### src/rtl/bus_pkg.sv
// ============================================================================
//  Module      : bus_pkg
//  Description : Shared types and helpers for the CPU-side bus controller:
//                FSM state enum, decoded access target and the IO channel
//                base address calculation.
//  Revision    : 1.0 - initial release
// ============================================================================
`default_nettype none

package bus_pkg;

    // Controller sequencing states.
    typedef enum logic [1:0] {
        IDLE   = 2'd0,
        ACCESS = 2'd1,
        DONE   = 2'd2
    } bus_state_t;

    // Decoded access target. The widths cover the largest supported
    // configuration (8 channels, 8-bit register index); users slice down.
    typedef struct packed {
        logic       isIo;
        logic [2:0] channel;
        logic [7:0] regSel;
    } target_t;

    // Base address of IO channel c. The channels are packed against the
    // top of the address space, channel NUM_IO-1 ending at the last address.
    function automatic int io_base(input int addr_w, input int num_io,
                                   input int io_regs, input int c);
        return (1 << addr_w) - ((num_io - c) * io_regs);
    endfunction

endpackage

`default_nettype wire

### src/rtl/bus_controller_if.sv
// ============================================================================
//  Module      : bus_controller_if
//  Description : CPU / RAM / IO signal bundle around the bus controller.
//                master : the controller's own view (drives the strobes).
//                slave  : the environment's view (CPU core and peripherals).
//  Revision    : 1.0 - initial release
// ============================================================================
`default_nettype none

interface bus_controller_if #(
    parameter int ADDR_W  = 8,
    parameter int NUM_IO  = 2,
    parameter int IO_REGS = 4
);
    logic                       cpuReq;
    logic                       cpuWrite;
    logic [ADDR_W-1:0]          cpuAddr;
    logic                       cpuReady;
    logic                       cpuFault;
    logic                       memReadEnable;
    logic                       memWriteEnable;
    logic [NUM_IO-1:0]          ioReadEnable;
    logic [NUM_IO-1:0]          ioWriteEnable;
    logic [NUM_IO-1:0]          ioReady;
    logic [$clog2(IO_REGS)-1:0] regSelect;

    modport master (
        input  cpuReq, cpuWrite, cpuAddr, ioReady,
        output cpuReady, cpuFault, memReadEnable, memWriteEnable,
               ioReadEnable, ioWriteEnable, regSelect
    );

    modport slave (
        output cpuReq, cpuWrite, cpuAddr, ioReady,
        input  cpuReady, cpuFault, memReadEnable, memWriteEnable,
               ioReadEnable, ioWriteEnable, regSelect
    );
endinterface

`default_nettype wire

### src/rtl/bus_addr_decode.sv
// ============================================================================
//  Module      : bus_addr_decode
//  Description : Combinational CPU address to access target decoder. IO
//                channels sit at the top of the address space, everything
//                else is main memory.
//  Revision    : 1.0 - initial release
// ============================================================================
`default_nettype none

module bus_addr_decode
    import bus_pkg::*;
#(
    parameter int ADDR_W  = 8,
    parameter int NUM_IO  = 2,
    parameter int IO_REGS = 4
) (
    input  wire logic [ADDR_W-1:0] i_addr,
    output target_t                o_target
);

    localparam int c_RS_W = $clog2(IO_REGS);

    logic [NUM_IO-1:0] w_hit;

    // Channel bases are IO_REGS-aligned, so matching the upper bits suffices.
    generate
        for (genvar c = 0; c < NUM_IO; c++) begin : g_ch
            localparam logic [ADDR_W-1:0] c_BASE =
                ADDR_W'(io_base(ADDR_W, NUM_IO, IO_REGS, c));
            assign w_hit[c] = (i_addr[ADDR_W-1:c_RS_W] == c_BASE[ADDR_W-1:c_RS_W]);
        end
    endgenerate

    // Collapse the channel hits into a target; no hit means memory.
    always_comb begin
        o_target = '0;
        for (int c = 0; c < NUM_IO; c++) begin
            if (w_hit[c]) begin
                o_target.isIo    = 1'b1;
                o_target.channel = 3'(c);
                o_target.regSel  = 8'(i_addr[c_RS_W-1:0]);
            end
        end
    end

endmodule

`default_nettype wire

### src/rtl/bus_controller.sv
// ============================================================================
//  Module      : bus_controller
//  Description : CPU-side bus controller. Decodes each access to RAM or one
//                of NUM_IO IO channels, applies per-target wait states and
//                the IO ready handshake, and returns a cpuReady strobe.
//                Optional macro BUS_TIMEOUT_EN adds an IO ready timeout that
//                ends the access with cpuFault.
//  Revision    : 1.0 - initial release
// ============================================================================
`default_nettype none

module bus_controller
    import bus_pkg::*;
#(
    parameter int ADDR_W         = 8,
    parameter int NUM_IO         = 2,
    parameter int IO_REGS        = 4,
    parameter int MEM_WAIT       = 0,
    parameter int IO_WAIT        = 1,
    parameter int TIMEOUT_CYCLES = 16
) (
    input wire logic         clk,
    input wire logic         rst_n,
    bus_controller_if.master bus
);

    localparam int c_RS_W = $clog2(IO_REGS);
    localparam int c_CH_W = (NUM_IO > 1) ? $clog2(NUM_IO) : 1;

    target_t           w_tgt;
    bus_state_t        r_state;
    logic              r_isIo;
    logic              r_write;
    logic [c_CH_W-1:0] r_ch;
    logic [c_RS_W-1:0] r_regSel;
    logic [3:0]        r_wait;
    logic              w_access;
    logic              w_selRdy;
    logic              w_normal;
    logic              w_timeout;
    logic              w_done;
    logic              w_fault;
    logic [NUM_IO-1:0] w_chOneHot;
    logic              w_unused;

    bus_addr_decode #(
        .ADDR_W  (ADDR_W),
        .NUM_IO  (NUM_IO),
        .IO_REGS (IO_REGS)
    ) u_decode (
        .i_addr   (bus.cpuAddr),
        .o_target (w_tgt)
    );

    // Struct fields are sized for the widest configuration; spare bits unused.
    assign w_unused = ^w_tgt;

    assign w_access   = (r_state == ACCESS);
    assign w_selRdy   = bus.ioReady[r_ch];
    assign w_chOneHot = NUM_IO'(1) << r_ch;
    // Regular completion once the wait states are spent (and the IO is ready).
    assign w_normal   = w_access && (r_wait == 4'd0) && (!r_isIo || w_selRdy);

`ifdef BUS_TIMEOUT_EN
    localparam int c_TMO_W = $clog2(TIMEOUT_CYCLES + 1);
    logic [c_TMO_W-1:0] r_tmo;

    // Counts ACCESS cycles of the current IO access.
    always_ff @(posedge clk or negedge rst_n) begin
        if (!rst_n)
            r_tmo <= '0;
        else if (r_state == IDLE)
            r_tmo <= '0;
        else if (w_access && !w_done)
            r_tmo <= r_tmo + 1'b1;
    end

    assign w_timeout = w_access && r_isIo && (r_tmo == c_TMO_W'(TIMEOUT_CYCLES - 1));
`else
    assign w_timeout = 1'b0;
`endif

    // A ready IO in the timeout cycle wins: the access completes normally.
    assign w_done  = w_normal || w_timeout;
    assign w_fault = w_timeout && !w_normal;

    // Sequencer: accept in IDLE, count waits in ACCESS, one turnaround cycle.
    always_ff @(posedge clk or negedge rst_n) begin
        if (!rst_n) begin
            r_state  <= IDLE;
            r_isIo   <= 1'b0;
            r_write  <= 1'b0;
            r_ch     <= '0;
            r_regSel <= '0;
            r_wait   <= 4'd0;
        end else begin
            case (r_state)
                IDLE: begin
                    if (bus.cpuReq) begin
                        r_isIo   <= w_tgt.isIo;
                        r_write  <= bus.cpuWrite;
                        r_ch     <= c_CH_W'(w_tgt.channel);
                        r_regSel <= c_RS_W'(w_tgt.regSel);
                        r_wait   <= w_tgt.isIo ? 4'(IO_WAIT) : 4'(MEM_WAIT);
                        r_state  <= ACCESS;
                    end
                end
                ACCESS: begin
                    if (w_done)
                        r_state <= DONE;
                    else if (r_wait != 4'd0)
                        r_wait <= r_wait - 4'd1;
                end
                DONE: begin
                    r_regSel <= '0;
                    r_state  <= IDLE;
                end
                default: r_state <= IDLE;
            endcase
        end
    end

    // Strobes decode from registered state; ioReady is the only live input
    // because the IO completes in the cycle its device signals ready.
    assign bus.cpuReady       = w_done;
    assign bus.cpuFault       = w_fault;
    assign bus.memReadEnable  = w_access && !r_isIo;
    assign bus.memWriteEnable = w_access && !r_isIo && r_write && w_done;
    assign bus.ioReadEnable   = (w_access && r_isIo) ? w_chOneHot : '0;
    assign bus.ioWriteEnable  = (w_access && r_isIo && r_write && w_normal) ? w_chOneHot : '0;
    assign bus.regSelect      = r_regSel;

endmodule

`default_nettype wire

### src/flat_wrapper.sv
// flat-port wrapper written by rule: the top's interface ports become plain ports
module bus_controller_flat import bus_pkg::*;
#(
    parameter int ADDR_W         = 8,
    parameter int NUM_IO         = 2,
    parameter int IO_REGS        = 4,
    parameter int MEM_WAIT       = 0,
    parameter int IO_WAIT        = 1,
    parameter int TIMEOUT_CYCLES = 16
)
  (clk, rst_n, bus_cpuReq, bus_cpuWrite, bus_cpuAddr, bus_ioReady, bus_cpuReady, bus_cpuFault, bus_memReadEnable, bus_memWriteEnable, bus_ioReadEnable, bus_ioWriteEnable, bus_regSelect);
  bus_controller_if #(.ADDR_W(ADDR_W), .NUM_IO(NUM_IO), .IO_REGS(IO_REGS)) bus_i ();
  input wire logic clk;
  input wire logic rst_n;
  input wire logic [$bits(bus_i.cpuReq)-1:0] bus_cpuReq;
  input wire logic [$bits(bus_i.cpuWrite)-1:0] bus_cpuWrite;
  input wire logic [$bits(bus_i.cpuAddr)-1:0] bus_cpuAddr;
  input wire logic [$bits(bus_i.ioReady)-1:0] bus_ioReady;
  output wire logic [$bits(bus_i.cpuReady)-1:0] bus_cpuReady;
  output wire logic [$bits(bus_i.cpuFault)-1:0] bus_cpuFault;
  output wire logic [$bits(bus_i.memReadEnable)-1:0] bus_memReadEnable;
  output wire logic [$bits(bus_i.memWriteEnable)-1:0] bus_memWriteEnable;
  output wire logic [$bits(bus_i.ioReadEnable)-1:0] bus_ioReadEnable;
  output wire logic [$bits(bus_i.ioWriteEnable)-1:0] bus_ioWriteEnable;
  output wire logic [$bits(bus_i.regSelect)-1:0] bus_regSelect;
  assign bus_i.cpuReq = bus_cpuReq;
  assign bus_i.cpuWrite = bus_cpuWrite;
  assign bus_i.cpuAddr = bus_cpuAddr;
  assign bus_i.ioReady = bus_ioReady;
  assign bus_cpuReady = bus_i.cpuReady;
  assign bus_cpuFault = bus_i.cpuFault;
  assign bus_memReadEnable = bus_i.memReadEnable;
  assign bus_memWriteEnable = bus_i.memWriteEnable;
  assign bus_ioReadEnable = bus_i.ioReadEnable;
  assign bus_ioWriteEnable = bus_i.ioWriteEnable;
  assign bus_regSelect = bus_i.regSelect;
  bus_controller #(.ADDR_W(ADDR_W), .NUM_IO(NUM_IO), .IO_REGS(IO_REGS), .MEM_WAIT(MEM_WAIT), .IO_WAIT(IO_WAIT), .TIMEOUT_CYCLES(TIMEOUT_CYCLES)) u_core (.clk(clk), .rst_n(rst_n), .bus(bus_i));
endmodule
### config.mk
export PLATFORM = sky130hd
export DESIGN_NAME = bus_controller_flat
export DESIGN_NICKNAME = d
export VERILOG_FILES = /design/src/rtl/bus_pkg.sv /design/src/rtl/bus_controller_if.sv /design/src/rtl/bus_addr_decode.sv /design/src/rtl/bus_controller.sv /design/src/flat_wrapper.sv
export SDC_FILE = /design/constraint.sdc
export NUM_CORES = 1
export LEC_CHECK = 0
export ABC_AREA = 1
export CAP_MARGIN = 25
export CORE_MARGIN = 1
export CORE_UTILIZATION = 31
export DETAILED_ROUTE_END_ITERATION = 6
export DONT_BUFFER_PORTS = 1
export MAX_ROUTING_LAYER = met4
export SYNTH_ARGS = -nofsm -noshare
export SYNTH_HDL_FRONTEND = slang
export SYNTH_SLANG_ARGS = --single-unit
### constraint.sdc
create_clock -name clk -period 1.2 [get_ports clk]
set_input_delay 0.24 -clock clk [delete_from_list [all_inputs] [get_ports clk]]
set_output_delay 0.24 -clock clk [all_outputs]
set_load 0.02 [all_outputs]
==> results of run 1 <==
[critical path, stage by stage, from the launching register on]
cell and delay (ns):
dfrtp_1 0.36, inv_2 0.06, nor2_4 0.21, nand3_1 0.20, nor3_4 0.32
[state kept, by name (all words and copies together), names as in the netlist]
signal	flops
u_core.r_wait	4
u_core.bus.regSelect	2
u_core.r_state	2
u_core.r_ch	1
u_core.r_isIo	1
u_core.r_write	1
[layout make-up]
cell class	instances	area [um2]
fillers	204	992
multi-input cells	57	390
flip-flops and latches	11	275
repair buffers	19	153
inverters	17	71.3
well taps	27	33.8
clock buffers	4	26.3
[synth_stat cells (all sizes together)]
library cell	instances	area share [%]
conb	1	0.59
nor2	5	5.7
nand2	27	17
nand3	9	8.7
ha	1	2.0
nor3	3	2.4
o21ai	9	7.1
inv	17	10
nand4	1	0.98
buf	1	1.2
dfrtp	11	43
xor2	1	1.4
[layer usage]
| metal | share of wire, % | routed length [um] |
|---|---|---|
| met5 | 0 | 0 |
| met4 | 1.2 | 19 |
| met3 | 4.3 | 67 |
| met2 | 54 | 833 |
| met1 | 41 | 638 |
[metrics by stage]
step | cell area [um2] | setup slack [ns] | util [%] | setup TNS (ns)
final | 950 | -0.450 | 48.9 | -2.57
after global routing | 950 | -0.500 | 48.9 | -3.30
after CTS | 888 | -0.448 | 45.7 | -2.40
after detailed placement | 816 | -0.190 | 42.0 | -0.628
after global placement | 816 | -0.164 | 42.0 | -0.462
after floorplan | 699 | -0.163 | - | -0.450
[cell usage in the layout, fill, tap and decap left out, drive strengths merged]
master       instances
dfrtp               11
nor3                 3
ha                   1
nand2               27
dlygate4sd3          1
nor2                 5
conb                 1
nand4                1
o21ai                9
inv                 17
xor2                 1
nand3                9
clkbuf               4
buf                 18
[cell families after synthesis]
logic type	after synthesis
compound gates	9
xor+xnor	1
flops	11
other cells	1
buf+inv	18
simple gates	45
fa+ha+maj	1
[power by group through the flow]
stage          combinational [W]  clock, W  sequential [W]
2_1_floorplan           0.000910         0        0.000588
3_3_place_gp             0.00130         0        0.000584
3_5_place_dp             0.00132         0        0.000593
4_1_cts                  0.00151  0.000260        0.000586
5_1_grt                  0.00185  0.000275        0.000597
6_report                 0.00168  0.000261        0.000588
[worst min-delay path by stage]
stage | start | to | slack [ns]
global route | bus_cpuWrite | u_core.r_write | 0.1
global placement | rst_n | u_core.r_wait[2] | -0.06
detailed placement | rst_n | u_core.r_wait[2] | -0.06
floorplan | rst_n | u_core.bus.regSelect[0] | -0.06
CTS | bus_cpuWrite | u_core.r_write | 0.09
finish | bus_cpuWrite | u_core.r_write | 0.09
[timing repair]
action / 4_1_cts / 5_1_grt
hold buffers: 1 / 0
endpoints found under the hold margin: 11 / 0
resized for setup: 11 / 10
pin swaps: 4 / 2
buffers inserted: 3 / 4
setup endpoints to repair: 10 / 16
==> qor.yml, run 1 <==
status: "complete, but fails checks"
violations: "design-rule violations, negative setup slack"
finalSetupViolations: 12
grt_max_degree: 12
fin_crit_sh_pct: 137
leakagePower_nw: 0.489
final_cells: 135
grt.met1_usage_pct: 18.8
p_sw_share_pct: 46.5
ant_nets: 0
grt.overflow.total: 0
place_congestion: 0.822
power_w: 0.00253
synth_area_um2: 636
synth_cell_types: 17
combPwrFrac_pct: 66.5
ir_worst_vdd_mv: 1.09
synthMuxAreaShare_pct: 0
worst_pin_slew_ns: 0.521
first_pass_iters: 6
critical_path.endpoint_type: "output pin"
cp-endpoint: "bus_ioWriteEnable[1]"
numClockSinks: 11
nNetsFinal: 124
synth_compound_area_share_pct: 7.09
r2r_slack_ns: -0.13
reg2regPathDepth: 9
rsz0062_at_grt: "true"
num_rows: 16
grtUsageMet2_pct: 23.8
synth-xor-area-share_pct: 1.38
avgViaCountPerCell: 4.51
top_usage_layer: "met2"
grt_pass1_wl_um: 2220
clock_latency_ns: 0.28
critPathKind: "reg2out"
synth_top_family_by_area: "simple AND/OR/NAND/NOR gates"
synthToLayoutAreaGrowth_pct: 49.4
pwr-share-seq_pct: 23.2
timing.final.ws_setup_ns: -0.450
cp_max_fo: 4
cap_viol_max_count: 0
syn_avg_cell_area_um2: 7.39
cts_tree: "yes"
fp.coreArea_mm2: 0.00194
cp.required_ns: 0.96
antenna_cells: 0
grt_usage_pct: 15.6
hold_violations: 0
syn_inst: 86
yosysWarnings: 0
hp-class: "in2reg"
grt_pass1_vias: 536
critPathLaunchType: "register"
placed_cells: 124
crit_path_start: "u_core.r_state[0]"
portBuffers: 0
chipWidth_um: 47.3
rr_endpoint: "u_core.r_wait[0]"
wl_um: 1560
pin_count: 24
p_switching_w: 0.00118
cts_max_level: 1
p_int_w: 0.00135
timing.fmax_mhz: 606
worstPathArrival_ns: 1.41
cts_root_buf: "clkbuf_4"
clk_pin_slew_ns: 0.08
clockPowerShare_pct: 10.3
numCtsBuffers: 3
routedWlPerCell_um: 11.5
clockBufferDepth: 2
die_area_mm2: 0.00224
syn_nets: 101
rr_startpoint: "u_core.r_state[0]"
synth-simple-area-share_pct: 34.4
hold_path_depth: 2
drive_gt1_share_pct: 42.6
whs_ns: 0.0851
p_per_area_mw_per_mm2: 2660
first_iter_violations: 6
maxSlewViolCount: 0
synth_seq_cells: 11
fin_crit_ns: 1.65
die_y_um: 47.3
slew-limit-headroom_pct: 65.2
grt_util_met3_pct: 4.62
initial_core_util_pct: 32.7
antenna_found_initial: 0
clock_skew_ns: 0.00971
dp_hpwl_um: 1140
yosysSeqAreaShare_pct: 43.3
vias: 609
synth_fa_ha_area_share_pct: 1.97
drc: 1
Note: power is estimated with default switching activity, not from simulation.
==> run 2: changes to the inputs <==
--- a/config.mk
+++ b/config.mk
@@ -12,6 +12,7 @@
 export DETAILED_ROUTE_END_ITERATION = 6
 export DONT_BUFFER_PORTS = 1
 export MAX_ROUTING_LAYER = met4
+export PLACE_DENSITY_LB_ADDON = 0.2
 export SYNTH_ARGS = -nofsm -noshare
 export SYNTH_HDL_FRONTEND = slang
 export SYNTH_SLANG_ARGS = --single-unit
==> run 2 against run 1 <==
Net effect:
- the run ends with negative setup slack left
- wire length is 1.0% lower
- cell area is 1.6% higher
- final cell count unchanged
- maximum frequency is 2.8% higher
- non-clock buffer count unchanged
- critical path depth is 2 higher
- clock skew down 0.0079 ns
- hold slack improved by 0.0074 ns
- critical path type unchanged
- critical endpoint is now bus_memWriteEnable
- largest cell class unchanged
- largest power group unchanged
==> qor.yml, run 2 (synthesis results as in run 1) <==
grt_usage_pct: 15.9
whs_ns: 0.0924
hold_violations: 0
maxSlewViolCount: 0
finalSetupViolations: 12
critPathKind: "reg2out"
wl_um: 1540
antenna_found_initial: 0
initial_core_util_pct: 32.7
die_y_um: 47.3
fp.coreArea_mm2: 0.00194
first_iter_violations: 7
first_pass_iters: 4
die_area_mm2: 0.00224
grt_max_degree: 12
grt.overflow.total: 0
regArea_um2: 275
dp_hpwl_um: 1110
num_rows: 16
status: "complete, but fails checks"
worstPathArrival_ns: 1.37
p_per_area_mw_per_mm2: 2610
leakagePower_nw: 0.489
grt_pass1_vias: 545
nNetsFinal: 124
timing.fmax_mhz: 623
cp_max_fo: 5
portBuffers: 0
fillers: 198
critPathLaunchType: "register"
hp-class: "in2reg"
cts_max_level: 1
largest_reg_flops: 4
worst_pin_slew_ns: 0.573
clockBufferDepth: 2
final.setup.tns_ns: -3.02
pin_count: 24
timing.final.ws_setup_ns: -0.405
cts_root_buf: "clkbuf_4"
cap_viol_max_count: 0
numClockSinks: 11
antenna_cells: 0
cp.required_ns: 0.96
grt_pass1_wl_um: 2370
clock_skew_ns: 0.00178
ant_nets: 0
clock_latency_ns: 0.26
place_congestion: 0.759
critical_path.endpoint_type: "output pin"
numCtsBuffers: 3
fin_crit_sh_pct: 134
clk_pin_slew_ns: 0.08
drive_gt1_share_pct: 41.7
slew-limit-headroom_pct: 61.7
avgViaCountPerCell: 4.58
final_common_cell: "nand2_1"
violations: "negative setup slack"
final_cells: 135
chipWidth_um: 47.3
largest-register: "u_core.r_wait"
synthToLayoutAreaGrowth_pct: 51.8
drc: 0
cts_tree: "yes"
placed_cells: 123
vias: 618
fin_crit_ns: 1.61
rsz0062_at_grt: "true"
ir_worst_vdd_mv: 1.41
routedWlPerCell_um: 11.4
multi_input_area_um2: 395
final_cell_mix: "nand2_1, buf_4, dfrtp_1"
[run 2: cell counts in the layout (fill, tap and decap cells not counted)]
Identical to the previous run, type by type.
[run 2: final cells by class]
cell class	instances	share of cell area, %
Multi-Input combinational cell	57	41.0
Sequential cell	11	28.5
Timing Repair Buffer	19	16.6
Inverter	17	7.65
Tap cell	27	3.50
Clock buffer	4	2.72
[run 2: final timing paths]
path                       slack, ns                 endpoint  cells past startpoint              start
setup reg to reg               -0.26         u_core.r_wait[0]                     10  u_core.r_state[1]
hold / removal                  0.09  u_core.bus.regSelect[1]                      2     bus_cpuAddr[1]
setup / recovery               -0.41       bus_memWriteEnable                      6   u_core.r_wait[1]
min in group asynchronous       0.40         u_core.r_wait[3]                      1              rst_n
max in group asynchronous       0.42           u_core.r_write                      1              rst_n
hold reg to reg                 0.50         u_core.r_wait[0]                      2   u_core.r_wait[0]
[run 2: repair_timing]
| action | CTS | global route |
|---|---|---|
| endpoints found under the hold margin | 11 | 0 |
| pin swaps | 5 | 2 |
| endpoints found under the setup margin | 12 | 15 |
| hold buffers | 1 | 0 |
| setup buffers | 4 | 3 |
| gates resized for setup | 18 | 4 |
[run 2: power by group]
part | switching [W] | internal (W)
combinational | 0.000935 | 0.000742
sequential | 0.0000911 | 0.000490
clock | 0.000134 | 0.000128
[run 2: per-layer routing]
layer	vias to the layer above	track usage, %	wire (um)	share of wire [%]
li1	309	-	-	-
met1	280	20.8	637	41
met2	23	26.0	817	53
met3	6	2.31	61	4.0
met4	0	3.43	24	1.6
met5	-	-	0	0
[run 2: per-stage QoR]
step	cell area, um2	worst slack (ns)	utilization, %	power (W)
3_3_place_gp	808	-0.149	41.6	0.00188
4_1_cts	930	-0.433	47.9	0.00242
2_1_floorplan	699	-0.163	-	0.00150
6_report	965	-0.405	49.7	0.00252
5_1_grt	965	-0.496	49.7	0.00274
3_5_place_dp	808	-0.166	41.6	0.00190
[run 2: worst max-delay path, cell delays in order, from the launching register on]
cell     delay [ns]
dfrtp_1        0.39
inv_2          0.07
ha_4           0.14
nand2_4        0.05
nor2_4         0.11
nand2_4        0.09
nor3_4         0.24
==> run 3: changes to the inputs <==
--- a/config.mk
+++ b/config.mk
@@ -8,11 +8,12 @@
 export ABC_AREA = 1
 export CAP_MARGIN = 25
 export CORE_MARGIN = 1
-export CORE_UTILIZATION = 31
+export CORE_UTILIZATION = 53
 export DETAILED_ROUTE_END_ITERATION = 6
 export DONT_BUFFER_PORTS = 1
 export MAX_ROUTING_LAYER = met4
 export PLACE_DENSITY_LB_ADDON = 0.2
 export SYNTH_ARGS = -nofsm -noshare
 export SYNTH_HDL_FRONTEND = slang
+export SYNTH_HIERARCHICAL = 1
 export SYNTH_SLANG_ARGS = --single-unit
==> run 3 against run 2 <==
Net effect:
- the flow still finishes with violations (negative setup slack)
- critical path depth unchanged
- maximum frequency decreased by 3.6%
- synthesized cell count increased by 2.3%
- clock skew decreased by 0.0012 ns
- register-to-register slack improved by 0.09 ns
- highest routed layer unchanged
- critical path type unchanged
- first-iteration DRC count increased by 100%
- largest cell class unchanged
- largest power group unchanged
==> qor.yml, run 3 <==
rr_endpoint: "u_core/r_state[0]"
timing.fmax_mhz: 601
grt_pass1_wl_um: 2740
cp_max_fo: 5
final.setup.tns_ns: -3.24
numClockSinks: 11
grt_max_degree: 12
syn_inst: 88
critical_path.endpoint_type: "output pin"
timing.final.ws_setup_ns: -0.464
clockBufferDepth: 2
initial_core_util_pct: 58.0
whs_ns: 0.114
cts_root_buf: "clkbuf_4"
pin_count: 24
cp.required_ns: 0.96
critPathKind: "reg2out"
power_w: 0.00269
p_per_area_mw_per_mm2: 2670
chipWidth_um: 37.1
fin_crit_sh_pct: 139
fin_crit_ns: 1.66
first_pass_iters: 4
dp_hpwl_um: 1130
hp-class: "in2reg"
final_cell_mix: "buf_4, nand2_1, dfrtp_1"
nNetsFinal: 128
cp-endpoint: "bus_memWriteEnable"
grt_usage_pct: 31.6
synthToLayoutAreaGrowth_pct: 54.2
rr_startpoint: "u_core/r_wait[1]"
crit_path_frequent_cell: "nand2_4"
stdcell_area_mm2: 0.00101
max_stage_delay_ns: 0.39
maxSlewViolCount: 0
finalSetupViolations: 13
wl_um: 1880
yosysWarnings: 6
clk_pin_slew_ns: 0.07
rsz0062_at_grt: "true"
status: "complete, but fails checks"
leakagePower_nw: 0.499
drive_gt1_share_pct: 49.1
reg2regPathDepth: 9
fp.coreArea_mm2: 0.00113
critPathLaunchType: "register"
final_common_cell: "buf_4"
vias: 679
routedWlPerCell_um: 14.9
syn_avg_cell_area_um2: 7.42
num_rows: 12
crit_slowest_cell: "dfrtp_1"
numCtsBuffers: 3
ir_worst_vdd_mv: 1.55
grt.overflow.total: 0
crit_path_start: "u_core/r_wait[1]"
synth_area_um2: 653
largest_reg_flops: 4
antenna_cells: 0
cts_max_level: 1
clock_skew_ns: 0.000548
grt_pass1_vias: 655
violations: "negative setup slack"
avgViaCountPerCell: 5.39
crit_chain: "inv_2, ha_4, nand2_4, nor2_4, nand2_4, nor3_4"
syn_nets: 103
antenna_found_initial: 0
die_y_um: 37.1
portBuffers: 0
cts_tree: "yes"
cap_viol_max_count: 0
placed_cell_area_um2: 815
place_congestion: 0.774
r2r_slack_ns: -0.17
hold_path_depth: 2
worstPathArrival_ns: 1.42
ant_nets: 0
place_worst_setup_slack_ns: -0.216
first_iter_violations: 14
die_area_mm2: 0.00138
drc: 0
clock_latency_ns: 0.27
largest-register: "u_core/r_wait"
hold_violations: 0
-- run 3: critical path, delay by kind of cell, from the launching register on --
kind                     cells  cell delay [ns]
AND/OR/NAND/NOR              4             0.53
buffers and inverters        1             0.08
adder cells (fa/ha/maj)      1             0.15
flip-flops                   1             0.39
-- run 3: per-layer routing --
metal  track usage (%)  part of all wire (%)  vias to the layer above  wire (um)
met1              29.6                    39                      325        729
li1                  -                     -                      320          -
met4              16.7                   2.6                        0         48
met3              6.71                   4.2                        7         78
met2              58.8                    54                       27       1020
met5                 -                     0                        -          0
-- run 3: worst min-delay path by stage --
stage / startpoint / endpoint
after floorplan: rst_n / u_core/bus.regSelect[0]
after global placement: rst_n / u_core/r_wait[3]
after detailed placement: rst_n / u_core/r_wait[3]
after global routing: bus_cpuReq / u_core/bus.regSelect[0]
after CTS: bus_cpuReq / u_core/bus.regSelect[0]
final: bus_cpuReq / u_core/bus.regSelect[0]
-- run 3: final cells by class --
class,count,area [um2]
Fill cell,55,119
Sequential cell,11,275
Clock buffer,4,26.3
Multi-Input combinational cell,58,437
Timing Repair Buffer,21,171
Inverter,18,80.1
Tap cell,14,17.5
-- run 3: timing repair --
action | in CTS | in global routing
pin swaps | 2 | 3
setup endpoints to repair | 12 | 15
buffers inserted | 6 | 2
gates cloned | 0 | 0
hold endpoints to repair | 11 | 0
hold buffers | 1 | 0
gates resized for setup | 16 | 12
-- run 3: power by group --
group	switching, W	total (W)	internal (W)
combinational	0.00103	0.00184	0.000813
clock	0.000128	0.000257	0.000129
sequential	0.0000975	0.000589	0.000491
total	0.00125	0.00269	0.00143
-- run 3: through the flow --
step	std cells	utilization (%)
after CTS	124	83.8
final	126	89.4
after global placement	113	72.3
after floorplan	88	-
after detailed placement	113	72.3
after global routing	126	89.4
